$ cat src/rtl/spot_finder_pkg.sv
// Shared definitions for the spot-finder scheduler slice.
//   - sched_state_t : scheduler FSM encoding
//   - ROI_BITS      : width of one ROI record from the finder
//   - address widths for the finder side and the ping-pong memory side
package spot_finder_pkg;
    localparam int ROI_BITS         = 40;
    localparam int NUM_ROIS_MAX_DEF = 10;
    localparam int FINDER_ADDR_W    = 14;
    localparam int MEM_ADDR_W       = 15;
    localparam int WD_W             = 21;   // shared start-wait / watchdog counter

    typedef enum logic [2:0] {
        ST_IDLE,
        ST_START,
        ST_RUN,
        ST_DONE,
        ST_ABORT
    } sched_state_t;
endpackage

$ cat src/rtl/spot_finder_scheduler_if.sv
// Result handshake between the scheduler (master) and the result consumer (slave).
//   result_valid    : held result present
//   result_ack      : consumer takes the held result
//   result_num_rois : ROI count of the held result
//   result_rois     : ROI records of the held result
interface spot_finder_scheduler_if
    import spot_finder_pkg::*;
#(
    parameter int num_rois_max = NUM_ROIS_MAX_DEF
);
    logic                             result_valid;
    logic                             result_ack;
    logic [7:0]                       result_num_rois;
    logic [num_rois_max*ROI_BITS-1:0] result_rois;

    modport master (
        output result_valid, result_num_rois, result_rois,
        input  result_ack
    );

    modport slave (
        input  result_valid, result_num_rois, result_rois,
        output result_ack
    );
endinterface

$ cat src/rtl/spot_finder_scheduler_bank_tracker.sv
// spot_bank_tracker: ping-pong bank bookkeeping for the camera writer / finder pair.
//   clk_in, reset    : clock, async active-high reset
//   cam_frame_done   : writer finished a frame into wr_bank
//   rd_clear         : analysis of the read bank is finished (done or aborted)
//   wr_bank          : bank the writer must fill
//   rd_full          : bank ~wr_bank holds a complete, unanalysed frame
//   frames_dropped   : saturating count of frames lost while both banks were busy
module spot_bank_tracker (
    input  logic        clk_in,
    input  logic        reset,
    input  logic        cam_frame_done,
    input  logic        rd_clear,
    output logic        wr_bank,
    output logic        rd_full,
    output logic [15:0] frames_dropped
);
    // A clear in the same cycle frees the read bank first, so a coincident
    // frame is accepted instead of dropped.
    logic full_eff;
    assign full_eff = rd_full & ~rd_clear;

    always_ff @(posedge clk_in or posedge reset) begin
        if (reset) begin
            wr_bank        <= 1'b0;
            rd_full        <= 1'b0;
            frames_dropped <= 16'h0000;
        end else if (cam_frame_done && !full_eff) begin
            wr_bank <= ~wr_bank;
            rd_full <= 1'b1;
        end else begin
            if (rd_clear)
                rd_full <= 1'b0;
            if (cam_frame_done && frames_dropped != 16'hFFFF)
                frames_dropped <= frames_dropped + 16'd1;
        end
    end
endmodule

$ cat src/rtl/spot_finder_scheduler.sv
// spot_finder_scheduler: runs main_spot_finder against a ping-pong bank pair.
//   clk_in, reset         : clock, async active-high reset
//   enable                : allow new analyses to start
//   cam_frame_done        : writer finished a frame into wr_bank
//   wr_bank               : bank the writer fills
//   finder_mem_address    : finder read address
//   mem_rd_address        : {~wr_bank, finder_mem_address}
//   finder_reset          : holds the finder idle when high
//   finder_analysis_rdy   : finder done pulse; finder_num_rois / finder_rois valid with it
//   res (master)          : held result with valid/ack handshake
//   frames_dropped        : saturating dropped-frame count
//   timeout_err           : sticky watchdog error
//   busy                  : analysis in progress (START or RUN)
module spot_finder_scheduler
    import spot_finder_pkg::*;
#(
    parameter int num_rois_max   = NUM_ROIS_MAX_DEF,
    parameter int timeout_cycles = 1048576,
    parameter int start_wait     = 2
) (
    input  logic                             clk_in,
    input  logic                             reset,
    input  logic                             enable,
    input  logic                             cam_frame_done,
    output logic                             wr_bank,
    input  logic [FINDER_ADDR_W-1:0]         finder_mem_address,
    output logic [MEM_ADDR_W-1:0]            mem_rd_address,
    output logic                             finder_reset,
    input  logic                             finder_analysis_rdy,
    input  logic [7:0]                       finder_num_rois,
    input  logic [num_rois_max*ROI_BITS-1:0] finder_rois,
    spot_finder_scheduler_if.master          res,
    output logic [15:0]                      frames_dropped,
    output logic                             timeout_err,
    output logic                             busy
);
    localparam logic [WD_W-1:0] START_LAST = WD_W'(start_wait - 1);
    localparam logic [WD_W-1:0] WD_LAST    = WD_W'(timeout_cycles - 1);

    sched_state_t    state, state_nxt;
    logic [WD_W-1:0] cnt;
    logic            rd_full;
    logic            capture, abort_go, rd_clear;

    // The finder result is valid for one cycle only, so capture and the
    // bank release both happen on the edge that samples rdy in RUN.
    assign capture  = (state == ST_RUN) && finder_analysis_rdy;
    assign abort_go = (state == ST_RUN) && !finder_analysis_rdy && (cnt == WD_LAST);
    assign rd_clear = capture | abort_go;

    // Bank bit is stable while analysing: wr_bank only moves with rd_full=0.
    assign mem_rd_address = {~wr_bank, finder_mem_address};

    spot_bank_tracker u_bank (
        .clk_in         (clk_in),
        .reset          (reset),
        .cam_frame_done (cam_frame_done),
        .rd_clear       (rd_clear),
        .wr_bank        (wr_bank),
        .rd_full        (rd_full),
        .frames_dropped (frames_dropped)
    );

    always_ff @(posedge clk_in or posedge reset) begin
        if (reset)
            state <= ST_IDLE;
        else
            state <= state_nxt;
    end

    always_comb begin
        state_nxt    = state;
        finder_reset = 1'b1;
        busy         = 1'b0;
        case (state)
            ST_IDLE: begin
                if (enable && rd_full && (!res.result_valid || res.result_ack))
                    state_nxt = ST_START;
            end
            ST_START: begin
                // rdy may still be high from the previous frame; not sampled here
                finder_reset = 1'b0;
                busy         = 1'b1;
                if (cnt == START_LAST)
                    state_nxt = ST_RUN;
            end
            ST_RUN: begin
                finder_reset = 1'b0;
                busy         = 1'b1;
                if (capture)
                    state_nxt = ST_DONE;
                else if (abort_go)
                    state_nxt = ST_ABORT;
            end
            ST_DONE:  state_nxt = ST_IDLE;
            ST_ABORT: state_nxt = ST_IDLE;
            default:  state_nxt = ST_IDLE;
        endcase
    end

    // One counter serves as the START delay and the RUN watchdog; it restarts
    // on every state change.
    always_ff @(posedge clk_in or posedge reset) begin
        if (reset)
            cnt <= '0;
        else if (state_nxt != state)
            cnt <= '0;
        else if (busy)
            cnt <= cnt + WD_W'(1);
    end

    always_ff @(posedge clk_in or posedge reset) begin
        if (reset) begin
            res.result_valid    <= 1'b0;
            res.result_num_rois <= 8'h00;
            res.result_rois     <= '0;
            timeout_err         <= 1'b0;
        end else begin
            if (capture) begin
                res.result_valid    <= 1'b1;
                res.result_num_rois <= finder_num_rois;
                res.result_rois     <= finder_rois;
            end else if (res.result_ack) begin
                res.result_valid <= 1'b0;
            end
            if (abort_go)
                timeout_err <= 1'b1;
        end
    end
endmodule

$ cat src/flat_wrapper.sv
// flat-port wrapper written by rule: the top's interface ports become plain ports
module spot_finder_scheduler_flat import spot_finder_pkg::*;
#(
    parameter int num_rois_max   = NUM_ROIS_MAX_DEF,
    parameter int timeout_cycles = 1048576,
    parameter int start_wait     = 2
)
  (clk_in, reset, enable, cam_frame_done, wr_bank, finder_mem_address, mem_rd_address, finder_reset, finder_analysis_rdy, finder_num_rois, finder_rois, frames_dropped, timeout_err, busy, res_result_valid, res_result_num_rois, res_result_rois, res_result_ack);
  spot_finder_scheduler_if #(.num_rois_max(num_rois_max)) res_i ();
  input  logic clk_in;
  input  logic reset;
  input  logic enable;
  input  logic cam_frame_done;
  output logic wr_bank;
  input  logic [FINDER_ADDR_W-1:0] finder_mem_address;
  output logic [MEM_ADDR_W-1:0] mem_rd_address;
  output logic finder_reset;
  input  logic finder_analysis_rdy;
  input  logic [7:0] finder_num_rois;
  input  logic [num_rois_max*ROI_BITS-1:0] finder_rois;
  output logic [15:0] frames_dropped;
  output logic timeout_err;
  output logic busy;
  output wire logic [$bits(res_i.result_valid)-1:0] res_result_valid;
  output wire logic [$bits(res_i.result_num_rois)-1:0] res_result_num_rois;
  output wire logic [$bits(res_i.result_rois)-1:0] res_result_rois;
  input wire logic [$bits(res_i.result_ack)-1:0] res_result_ack;
  assign res_result_valid = res_i.result_valid;
  assign res_result_num_rois = res_i.result_num_rois;
  assign res_result_rois = res_i.result_rois;
  assign res_i.result_ack = res_result_ack;
  spot_finder_scheduler #(.num_rois_max(num_rois_max), .timeout_cycles(timeout_cycles), .start_wait(start_wait)) u_core (.clk_in(clk_in), .reset(reset), .enable(enable), .cam_frame_done(cam_frame_done), .wr_bank(wr_bank), .finder_mem_address(finder_mem_address), .mem_rd_address(mem_rd_address), .finder_reset(finder_reset), .finder_analysis_rdy(finder_analysis_rdy), .finder_num_rois(finder_num_rois), .finder_rois(finder_rois), .res(res_i), .frames_dropped(frames_dropped), .timeout_err(timeout_err), .busy(busy));
endmodule
$ cat config.mk
export PLATFORM = sky130hd
export DESIGN_NAME = spot_finder_scheduler_flat
export DESIGN_NICKNAME = d
export VERILOG_FILES = /design/src/rtl/spot_finder_pkg.sv /design/src/rtl/spot_finder_scheduler_if.sv /design/src/rtl/spot_finder_scheduler_bank_tracker.sv /design/src/rtl/spot_finder_scheduler.sv /design/src/flat_wrapper.sv
export SDC_FILE = /design/constraint.sdc
export NUM_CORES = 1
export LEC_CHECK = 0
export ABC_CLOCK_PERIOD_IN_PS = 25300
export BUFFER_PORTS_ARGS = -buffer_cell sky130_fd_sc_hd__buf_2
export CAP_MARGIN = 20
export CORE_AREA = 2 2 341 343
export CTS_CLUSTER_SIZE = 40
export DETAILED_ROUTE_END_ITERATION = 10
export DIE_AREA = 0 0 343 345
export PLACE_DENSITY = 0.41
export SLEW_MARGIN = 20
export SYNTH_ARGS = -nofsm -noshare
export SYNTH_HDL_FRONTEND = slang
export SYNTH_SLANG_ARGS = --single-unit
$ cat constraint.sdc
create_clock -name clk_in -period 25.3 [get_ports clk_in]
set_clock_uncertainty 0.1 [all_clocks]
set_input_delay 2.53 -clock clk_in [delete_from_list [all_inputs] [get_ports clk_in]]
set_output_delay 2.53 -clock clk_in [all_outputs]
set_load 0.01 [all_outputs]
== Word level (Yosys, flattened, before mapping) ==
Cells that the tools add are included.

* Logic and storage cells: 52
* Flip-flop bits (word level): 452

* Multiplexer cells: 13
* Bitwise logic cells: 5
* Equality and inequality tests: 6
* $add $sub $neg: 2
* Reduce and logical (&&, ||, !) cells: 17

{| class="wikitable"
|+ Operator list
! kind !! number
|-
| $mux W21 || 2
|-
| $add A21 B1 Y21 const B || 1
|-
| $eq A21 B1 Y1 const B || 1
|-
| $eq A21 B20 Y1 const B || 1
|-
| $add A16 B1 Y16 const B || 1
|-
| $ne A16 B16 Y1 const B || 1
|-
| $mux W3 || 4
|-
| $pmux W3 S3 || 1
|-
| $logic_and A1 B1 Y1 || 7
|-
| $mux W1 || 6
|-
| $reduce_bool A2 Y1 || 3
|-
| $eq A3 B1 Y1 const B || 1
|-
| $eq A3 B2 Y1 const B || 1
|-
| $logic_not A1 Y1 || 3
|-
| $logic_not A3 Y1 || 1
|-
| $ne A3 B3 Y1 || 1
|-
| $not A1 Y1 || 3
|-
| $reduce_and A2 Y1 || 1
|-
| $reduce_or A2 Y1 || 1
|-
| $and A1 B1 Y1 || 1
|-
| $logic_or A1 B1 Y1 || 1
|-
| $or A1 B1 Y1 || 1
|}

== Depth between registers and ports, before layout ==
Gate-level depths: netlist (run 1).

* Depth in word-level cells: 10
* Gate-level depth with buffers: 7

== Cells and area by module ==
Synthesis (run 1) repeated with hierarchy kept, for this count alone.

* Cell total of the unflattened synthesis: 1112
* Area, all modules: 17621.9 um2

{| class="wikitable"
|+ Modules (own cells, without submodules)
! module !! seq. area each (um2) !! cells each !! area each (um2) !! instances
|-
| spot_finder_scheduler || 10860.4 || 1036 || 16722.3 || 1
|-
| spot_bank_tracker || 450.4 || 76 || 899.6 || 1
|}

== Worst setup path before layout (run 1) ==
No wires, ideal clock.

* Kind: input port to output port
* Start point: input port finder_mem_address[0]
* End point: output port mem_rd_address[0]
* Stages on the path: 1
* Setup slack: 20021 ps
* Data arrival time: 2649 ps
* Cells stage by stage: buf_4

{| class="wikitable"
|+ RTL lines
! item !! RTL line !! source
|-
| start: declaration || flat_wrapper.sv:15 || <nowiki>input logic [FINDER_ADDR_W-1:0] finder_mem_address;</nowiki>
|-
| end: declaration || flat_wrapper.sv:16 || <nowiki>output logic [MEM_ADDR_W-1:0] mem_rd_address;</nowiki>
|}

No word-level cell between the ends.

== Final worst setup path (run 1) ==
* Start point: input port finder_analysis_rdy
* End point: register u_core.res.result_rois[7]

* Cells in the longest elaborated chain, start to end: 1

{| class="wikitable"
|+ RTL lines
! item !! RTL line !! source
|-
| start: declaration || flat_wrapper.sv:18 || <nowiki>input logic finder_analysis_rdy;</nowiki>
|-
| $logic_and A1 B1 Y1 || spot_finder_scheduler.sv:47 || <nowiki>assign capture = (state == ST_RUN) && finder_analysis_rdy;</nowiki>
|-
| end signal: assignment || spot_finder_scheduler.sv:122 || <nowiki>res.result_rois <= finder_rois;</nowiki>
|-
| end: declaration || spot_finder_scheduler_if.sv:17 || <nowiki>output result_valid, result_num_rois, result_rois,</nowiki>
|}

No other way between the ends.
A chain may end at the register's enable or synchronous reset.

==> results.sh, run 1 <==
export IMPL_status="completed"
export IMPL_io_buffers=843
export IMPL_cts_made_buffers=55
export IMPL_first_pass_iters=4
export IMPL_r2r_slack_ps=21170
export IMPL_cap_violations=0
export IMPL_end_kind="flop"
export IMPL_fin_tns_setup_ps=0
export IMPL_cp_cell_sequence="buf_2 > nor3b_4 > buf_4 > buf_4 > buf_4 > buf_4 > nand2_1 > nand2_1"
export IMPL_io_pins=872
export IMPL_grt_pass1_wl_mm=100.4
export IMPL_path_delay_family="buffers and inverters"
export IMPL_reg2reg_to="u_core.res.result_rois[7]"
export IMPL_slew_headroom_pct=31.33
export IMPL_hold_buffers=0
export IMPL_slowest_stage="buf_4"
export IMPL_first_global_vias=15752
export IMPL_fin_nets=3201
export IMPL_htree_levels=2
export IMPL_drc=0
export IMPL_synth_cell_types=47
export IMPL_synth_nets=2398
export IMPL_p_total_mw=3.224
export IMPL_yosysTopAreaCell="dfrtp_1"
export IMPL_path_depth=8
export IMPL_period_needed_ps=5481
export IMPL_wl_per_cell_um=15.64
export IMPL_detail_route_vias_per_cell=3.576
export IMPL_path_max_fanout=92
export IMPL_fin_util_pct=22.05
export IMPL_insertion_delay_ps=630
export IMPL_netlist_top_cells_area="dfrtp_1 64%, nand2_1 26%, clkbuf_1 1.5%"
export IMPL_ys_seq_area_share_pct=64.11
export IMPL_cp_endpoint="u_core.res.result_rois[7]"
export IMPL_design_core_area_sq_um=115100
export IMPL_dp_cells=4237
export IMPL_start_kind="input port"
export IMPL_r2r_cells=8
export IMPL_fin_crit_sh_pct=21.67
export IMPL_synthFlopType="dfrtp_1"
export IMPL_worstPathRequired_ps=25750
export IMPL_postCtsSetupBuffers=0
export IMPL_async_flop_share_pct=100.0
export IMPL_layout_setup_ws_ps=19820
export IMPL_hold_viol_final=0
export IMPL_die_width_um=343
export IMPL_fmax_mhz=182.4
export IMPL_drt_first_iter_violations=667
export IMPL_clkTransAtPathRegs_ps=60
export IMPL_postSynthAreaPerCell_sq_um=8.970
export IMPL_hold_start="u_core.timeout_err"
export IMPL_grt_antenna_before_repair=22
export IMPL_gp_congestion=0.8202
export IMPL_grt_usage_pct=11.05
export IMPL_worst_pin_slew_ps=1030
export IMPL_dieArea_sq_um=118300
export IMPL_synth_top_area_share_pct=64.11
export IMPL_post_cts_resized=0
export IMPL_ant_nets=0
export IMPL_synth_warnings=0
export IMPL_syn_inst=1967
export IMPL_peakVddDrop_mv=0.04884
export IMPL_tritoncts="done"
export IMPL_cts_buffer_depth=3
export IMPL_grt_overflow_total=0
export IMPL_synth_edf_count=0
export IMPL_syn_area_sq_um=17640
export IMPL_worstSetupPathType="input port to flop"
export IMPL_path_common_cell="buf_4"
export IMPL_min_path_type="flop to flop"
export IMPL_grt_max_degree=153
export IMPL_max_stage_delay_ps=870
export IMPL_critPathBufInv=5
export IMPL_synth_seq_cells=452
export IMPL_fp_row_count=125
export IMPL_stdcell_count=4345
export IMPL_cts_root_buf="clkbuf_16"
export IMPL_cts_sinks=452
export IMPL_die_h_um=345
export IMPL_areaGrowthSynthToFinish_pct=43.88
export IMPL_pre_cts_slack_ps=19130
export IMPL_setup_violations=0
export IMPL_p_leak_nw=14.14
export IMPL_final_max_slew_viol_count=0
export IMPL_critPathLaunch="finder_analysis_rdy"
export IMPL_rsz0062_at_grt="false"
export IMPL_pwr_density_cell_nw_per_um2=127.0
export IMPL_reg2reg_from="u_core.state[0]"
export IMPL_start_util_pct=15.33
export IMPL_layout_drive_gt1_share_pct=34.39
export IMPL_vias=15536
export IMPL_totalWireLength_mm=67.95
export IMPL_worstPathArrival_ps=5940
export IMPL_hpwl_mm=49.71
## synthesized netlist by cell type (11+ instances only)
library cell / n
nand2_1: 1242
dfrtp_1: 452
clkbuf_1: 70
nor2_1: 27
buf_2: 23
xnor2_1: 19
xor2_1: 17
buf_4: 14
nor3_1: 12
nand3_1: 11
## cell families after synthesis
| kind of cell | share of synthesized area, % |
|---|---|
| and+or+nand+nor | 30.20 |
| DFF | 64.11 |
| buffers and inverters | 3.078 |
| xor gates and xnor gates | 1.787 |
| AOI/OAI and AO/OA | 0.4823 |
| adders and majority gates | 0.2128 |
| muxes | 0.1276 |
## metrics by stage
step,hold WS (ps),instance area [sq um]
after floorplan,412.2,17640
after global placement,352.4,23430
after detailed placement,356.3,23430
after CTS,371.0,25370
after global routing,382.5,25380
final,362.4,25380
## cell type report
| class | count | area [sq um] |
|---|---|---|
| multi-input cells | 1396 | 5812 |
| well taps | 1524 | 1907 |
| fillers | 12958 | 89730 |
| clock buffers | 79 | 1618 |
| clock inverters | 23 | 322.8 |
| flip-flops and latches | 452 | 11310 |
| diodes | 6 | 15.01 |
| inverters | 8 | 37.54 |
| repair buffers | 857 | 4362 |
## power breakdown
part | switching, mW | leakage (nW) | internal (mW)
Combinational | 0.697 | 7.50 | 0.420
Clock | 0.336 | 0.947 | 0.515
Sequential | 0.189 | 5.69 | 1.07
Total | 1.22 | 14.1 | 2.00
## registers in the layout (all words and copies together), names as in the netlist
name / cells
u_core.res.result_rois: 400
u_core.cnt: 21
u_core.u_bank.frames_dropped: 16
u_core.res.result_num_rois: 8
u_core.state: 3
u_core.res.result_valid: 1
u_core.timeout_err: 1
u_core.u_bank.rd_full: 1
u_core.u_bank.wr_bank: 1
## worst min path at each step
stage	end	slack [ps]	depth (start not counted)
floorplan	u_core.timeout_err	410	1
global placement	u_core.res.result_rois[135]	350	2
detailed placement	u_core.res.result_rois[359]	360	2
CTS	u_core.res.result_rois[135]	370	2
global route	u_core.res.result_rois[37]	380	2
finish	u_core.timeout_err	360	1
## placed cells by master (no fill, tap or decap), types with 5 or more instances in the layout
master	n
nor3_1	12
dfrtp_1	452
nor4_1	5
buf_4	11
diode_2	6
buf_2	843
nand2_1	1242
and4_1	8
clkbuf_8	13
nand3_1	11
xnor2_1	19
inv_1	7
nand2b_1	5
clkinv_2	8
xor2_1	17
clkbuf_16	56
nor2_1	27
nor3_2	8
clkbuf_1	10
bufinv_16	7
## per-layer routing
metal	share of wire, %	up-vias	global-route usage, %
met5	0.22	-	0
met4	2.2	26	3.378
met3	8.6	106	3.930
met2	47	504	18.00
met1	42	7300	13.58
li1	-	7600	-
No activity file was read; power rests on OpenSTA's default activity.
==> run 2, diff against run 1 <==
--- a/config.mk
+++ b/config.mk
@@ -5,7 +5,7 @@
 export SDC_FILE = /design/constraint.sdc
 export NUM_CORES = 1
 export LEC_CHECK = 0
-export ABC_CLOCK_PERIOD_IN_PS = 25300
+export ABC_CLOCK_PERIOD_IN_PS = 5200
 export BUFFER_PORTS_ARGS = -buffer_cell sky130_fd_sc_hd__buf_2
 export CAP_MARGIN = 20
 export CORE_AREA = 2 2 341 343
==> constraint.sdc (replaced) <==
create_clock -name clk_in -period 5.2 [get_ports clk_in]
set_clock_uncertainty 0.1 [all_clocks]
set_input_delay 0.52 -clock clk_in [delete_from_list [all_inputs] [get_ports clk_in]]
set_output_delay 0.52 -clock clk_in [all_outputs]
set_load 0.01 [all_outputs]
==> run 2 against run 1 <==
  * Cell area is 16% higher
  * Final cell count is 9.2% higher
  * Power grew to 5.0 times the previous value
  * Register-to-register slack worse by 19000 ps
  * Routed wire length is 3.9% higher
  * Sequential cell count stayed put
  * Critical endpoint is now u_core.res.result_rois[262]
  * Largest power group unchanged
==> results.sh, run 2 (synthesis results as in run 1) <==
export IMPL_status="completed"
export IMPL_power_frac_comb_pct=35.7
export IMPL_holdWs_ps=47.54
export IMPL_start_util_pct=15.33
export IMPL_min_path_type="input port to flop"
export IMPL_wl_per_cell_um=14.89
export IMPL_grt_max_degree=159
export IMPL_netSwitchingPower_mw=5.981
export IMPL_worst_pin_slew_ps=970.7
export IMPL_nFillCells=12584
export IMPL_postCtsSetupBuffers=0
export IMPL_vias=17156
export IMPL_detail_route_vias_per_cell=3.616
export IMPL_grt_pass1_wl_mm=108.0
export IMPL_path_max_fanout=110
export IMPL_max_stage_delay_ps=690
export IMPL_path_common_cell="nand2_1"
export IMPL_cts_made_buffers=58
export IMPL_wl_met1_mm=28.60
export IMPL_r2r_slack_ps=2440
export IMPL_grt_overflow_total=0
export IMPL_top_layer="met5"
export IMPL_whs_endpoint="u_core.res.result_rois[103]"
export IMPL_hpwl_mm=50.09
export IMPL_path_delay_family="simple AND/OR/NAND/NOR gates"
export IMPL_ant_nets=0
export IMPL_reg2reg_to="u_core.res.result_rois[262]"
export IMPL_clkTransAtPathRegs_ps=60
export IMPL_cap_violations=0
export IMPL_grt_usage_pct=11.64
export IMPL_htree_levels=2
export IMPL_die_width_um=343
export IMPL_seq_power_share_pct=38.1
export IMPL_cts_buffer_depth=3
export IMPL_drt_first_iter_violations=719
export IMPL_critPathBufInv=2
export IMPL_drc=0
export IMPL_power_internal_mw=9.992
export IMPL_areaGrowthSynthToFinish_pct=66.88
export IMPL_wl_met2_mm=35.32
export IMPL_design_core_area_sq_um=115100
export IMPL_cts_sinks=452
export IMPL_insertion_delay_ps=620
export IMPL_period_needed_ps=2762
export IMPL_gp_congestion=0.8100
export IMPL_wl_met3_mm=5.151
export IMPL_critPathLaunch="u_core.state[2]"
export IMPL_setup_violations=0
export IMPL_start_kind="flop"
export IMPL_die_h_um=345
export IMPL_pwr_density_cell_nw_per_um2=542.5
export IMPL_totalWireLength_mm=70.63
export IMPL_mostFrequentLayoutCells="1,242 x nand2_1, 843 x buf_2, 452 x dfrtp_1, 390 x dlygate4sd3_1, 59 x clkbuf_16"
export IMPL_hold_start="finder_rois[103]"
export IMPL_fp_row_count=125
export IMPL_cts_root_buf="clkbuf_16"
export IMPL_rsz0062_at_grt="false"
export IMPL_first_global_vias=17942
export IMPL_hold_viol_final=0
export IMPL_peakVddDrop_mv=0.2646
export IMPL_worstPathRequired_ps=5600
export IMPL_r2r_cells=5
export IMPL_end_kind="flop"
export IMPL_largest_register_ffs=400
export IMPL_clockPowerShare_pct=26.3
export IMPL_io_pins=872
export IMPL_slew_headroom_pct=35.29
export IMPL_tritoncts="done"
export IMPL_hold_buffers=390
export IMPL_dieArea_sq_um=118300
export IMPL_cp_cell_sequence="nand4bb_4 > buf_12 > buf_4 > nand2_1 > nand2_1"
export IMPL_reg2reg_from="u_core.state[2]"
export IMPL_final_common_cell="nand2_1"
export IMPL_grt_antenna_before_repair=12
export IMPL_final_max_slew_viol_count=0
export IMPL_post_cts_resized=0
export IMPL_slowest_stage="nand4bb_4"
export IMPL_layout_drive_gt1_share_pct=30.36
export IMPL_worstPathArrival_ps=3160
export IMPL_holdPathStages=3
export IMPL_largestRegisters="u_core.res.result_rois x400, u_core.cnt x21, u_core.u_bank.frames_dropped x16"
export IMPL_worstSetupPathType="flop to flop"
export IMPL_top_register="u_core.res.result_rois"
export IMPL_fin_crit_sh_pct=53.11
export IMPL_fin_tns_setup_ps=0
export IMPL_first_pass_iters=5
export IMPL_fmax_mhz=362.1
export IMPL_p_leak_nw=15.83
export IMPL_fin_nets=3602
export IMPL_sw_frac_of_total_pct=37.44
export IMPL_io_buffers=843
-- run 2: worst max path at each step --
stage | endpoint | slack, ps | cells after the start
floorplan | u_core.cnt[0] | -1530 | 1
global placement | u_core.res.result_rois[345] | 2500 | 5
detailed placement | u_core.res.result_rois[262] | 2490 | 5
CTS | busy | 2390 | 3
global route | finder_reset | 2240 | 4
finish | u_core.res.result_rois[262] | 2440 | 5
-- run 2: metal layers --
layer,vias to the layer above,global-route usage [%]
li1,8416,-
met1,8104,13.63
met2,526,20.52
met3,96,3.545
met4,14,2.879
met5,-,0
-- run 2: through the flow --
step	cell area [sq um]	total power [mW]	setup WS, ps	utilization, %	std cells
3_5_place_dp	23560	11.71	2493	20.47	4245
4_1_cts	29440	16.32	2389	25.57	4742
3_3_place_gp	23560	11.68	2500	20.47	4245
5_1_grt	29440	17.22	2245	25.58	4744
6_report	29440	15.97	2438	25.58	4745
2_1_floorplan	17650	8.824	-1533	-	1967
-- run 2: power groups by stage --
stage | combinational (mW) | sequential [mW] | clock (mW)
detailed placement | 5.60 | 6.11 | 0
global route | 6.36 | 6.31 | 4.54
global placement | 5.56 | 6.12 | 0
floorplan | 1.93 | 6.90 | 0
finish | 5.69 | 6.09 | 4.19
CTS | 5.83 | 6.10 | 4.39
-- run 2: final cells by class --
type | count | area [sq um] | share of cell area (%)
clock inverter | 26 | 332.8 | 1.130
sequential | 452 | 11310 | 38.42
multi-input combinational | 1396 | 5812 | 19.74
inverter | 8 | 33.78 | 0.1147
timing repair buffer | 1255 | 8401 | 28.53
tap | 1524 | 1907 | 6.476
antenna | 3 | 7.507 | 0.02550
clock buffer | 81 | 1639 | 5.567
-- run 2: tightest hold or removal path, cell delays in order --
cell and delay [ps]:
buf_2 70, nand2_1 70, nand2_1 70
==> run 3, diff against run 2 <==
--- a/config.mk
+++ b/config.mk
@@ -5,7 +5,7 @@
 export SDC_FILE = /design/constraint.sdc
 export NUM_CORES = 1
 export LEC_CHECK = 0
-export ABC_CLOCK_PERIOD_IN_PS = 5200
+export ABC_CLOCK_PERIOD_IN_PS = 2600
 export BUFFER_PORTS_ARGS = -buffer_cell sky130_fd_sc_hd__buf_2
 export CAP_MARGIN = 20
 export CORE_AREA = 2 2 341 343
==> constraint.sdc (replaced) <==
create_clock -name clk_in -period 2.6 [get_ports clk_in]
set_clock_uncertainty 0.1 [all_clocks]
set_input_delay 0.26 -clock clk_in [delete_from_list [all_inputs] [get_ports clk_in]]
set_output_delay 0.26 -clock clk_in [all_outputs]
set_load 0.01 [all_outputs]
==> run 3 against run 2 <==
  * Hold slack better by 130 ps
  * Via count up 0.78%
  * Final cell count up 0.84%
  * Count of clock-buffer cells in the layout up 5
  * Critical path depth down 2
  * Sequential cell count unchanged
  * Die area unchanged
  * First-iteration DRC count up 9.9%
  * Setup slack worse by 2300 ps
  * Sequential share of layout area down 0.51 points
  * Largest cell class unchanged
==> results.sh, run 3 (synthesis results as in run 1) <==
export IMPL_status="completed"
export IMPL_cts_buffer_depth=3
export IMPL_cts_root_buf="clkbuf_16"
export IMPL_rsz0062_at_grt="false"
export IMPL_insertion_delay_ps=620
export IMPL_reg2reg_from="u_core.cnt[0]"
export IMPL_worst_pin_slew_ps=574.3
export IMPL_die_h_um=345
export IMPL_grt_max_degree=93
export IMPL_post_cts_resized=0
export IMPL_design_core_area_sq_um=115100
export IMPL_mostFrequentLayoutCells="1,242 x nand2_1, 843 x buf_2, 452 x dfrtp_1, 412 x dlygate4sd3_1, 59 x clkbuf_16"
export IMPL_worstSetupPathType="flop to primary output"
export IMPL_slew_headroom_pct=61.72
export IMPL_period_needed_ps=2428
export IMPL_ant_nets=0
export IMPL_worstPathArrival_ps=2070
export IMPL_end_kind="primary output"
export IMPL_grt_antenna_before_repair=6
export IMPL_io_buffers=843
export IMPL_first_pass_iters=5
export IMPL_drc=0
export IMPL_totalWireLength_mm=71.01
export IMPL_min_path_type="input port to flop"
export IMPL_dp_cells=4271
export IMPL_drt_first_iter_violations=790
export IMPL_peakVddDrop_mv=0.5638
export IMPL_gp_congestion=0.8247
export IMPL_grt_pass1_wl_mm=108.4
export IMPL_cts_made_buffers=57
export IMPL_cap_violations=0
export IMPL_tritoncts="done"
export IMPL_io_pins=872
export IMPL_cts_sinks=452
export IMPL_fp_row_count=125
export IMPL_finalInstanceArea_sq_um=29840
export IMPL_first_global_vias=18044
export IMPL_dieArea_sq_um=118300
export IMPL_layout_drive_gt1_share_pct=30.74
export IMPL_final_max_slew_viol_count=0
export IMPL_hold_start="finder_analysis_rdy"
export IMPL_start_kind="flop"
export IMPL_fmax_mhz=411.9
export IMPL_stdcell_count=4785
export IMPL_grt_overflow_total=0
export IMPL_pwr_density_cell_nw_per_um2=1062
export IMPL_hold_viol_final=0
export IMPL_placed_area_sq_um=23840
export IMPL_worstPathRequired_ps=2240
export IMPL_fin_crit_sh_pct=93.38
export IMPL_detail_route_vias_per_cell=3.613
export IMPL_top_register="u_core.res.result_rois"
export IMPL_die_width_um=343
export IMPL_largest_register_ffs=400
export IMPL_htree_levels=2
export IMPL_fin_nets=3649
export IMPL_p_total_mw=31.69
export IMPL_final_common_cell="nand2_1"
export IMPL_hpwl_mm=52.28
export IMPL_largestRegisters="u_core.res.result_rois x400, u_core.cnt x21, u_core.u_bank.frames_dropped x16"
export IMPL_critPathLaunch="u_core.state[1]"
export IMPL_p_leak_nw=16.06
export IMPL_grt_usage_pct=11.68
export IMPL_path_max_fanout=6
export IMPL_areaGrowthSynthToFinish_pct=69.12
export IMPL_fin_util_pct=25.92
export IMPL_vias=17290
export IMPL_setup_violations=0
export IMPL_fin_tns_setup_ps=0
export IMPL_start_util_pct=15.33
export IMPL_clkTransAtPathRegs_ps=60
export IMPL_wl_per_cell_um=14.84
==> run 3: cell count changes in the layout (fill, tap and decap cells not counted), sizes merged, moves of 4 or more <==
cell,change
dlygate4sd3,+22
clkinvlp,-4
clkbuf,+5
bufinv,-6
buf,+26
==> run 3: final timing paths <==
kind / slack [ps] / endpoint / cells after the start
max: 170 / busy / 3
min: 180 / u_core.res.result_rois[83] / 5
max reg2reg: 470 / u_core.u_bank.frames_dropped[1] / 6
min reg2reg: 360 / u_core.res.result_rois[152] / 2
max in group asynchronous: 1350 / u_core.res.result_rois[18] / 5
min in group asynchronous: 440 / u_core.cnt[18] / 4
==> run 3: routing by layer <==
metal	global-route usage (%)	wire (um)
met1	13.95	29440
met2	20.31	34880
met3	2.934	4603
met4	3.805	2054
met5	0	34
==> run 3: critical path, stage by stage (launching register included) <==
cell and delay, ps:
dfrtp_1 460, xnor2_1 260, nor2_1 490, buf_2 240
==> run 3: per-stage QoR <==
step           hold WS (ps)  setup WS (ps)
3_5_place_dp          352.1          472.8
4_1_cts               109.6          69.12
3_3_place_gp          347.8          503.5
5_1_grt               160.6          11.05
6_report              179.6          172.2
2_1_floorplan         265.4          -3873
==> run 3: repair_timing <==
item                      4_1_cts  5_1_grt
hold endpoints to repair      571        0
setup buffers                   0        0
hold buffers                  412        0
==> run 3: cell type report <==
| cell class | count | area [sq um] |
|---|---|---|
| repair buffers | 1303 | 8904 |
| inverters | 8 | 33.78 |
| well taps | 1524 | 1907 |
| fillers | 12617 | 85270 |
| clock inverters | 15 | 110.1 |
| diodes | 1 | 2.502 |
| multi-input cells | 1396 | 5812 |
| clock buffers | 86 | 1758 |
| flip-flops and latches | 452 | 11310 |
==> run 3: where the power goes <==
| part | internal [mW] | switching, mW |
|---|---|---|
| combinational | 4.67 | 6.90 |
| clock | 4.71 | 3.22 |
| sequential | 10.4 | 1.80 |
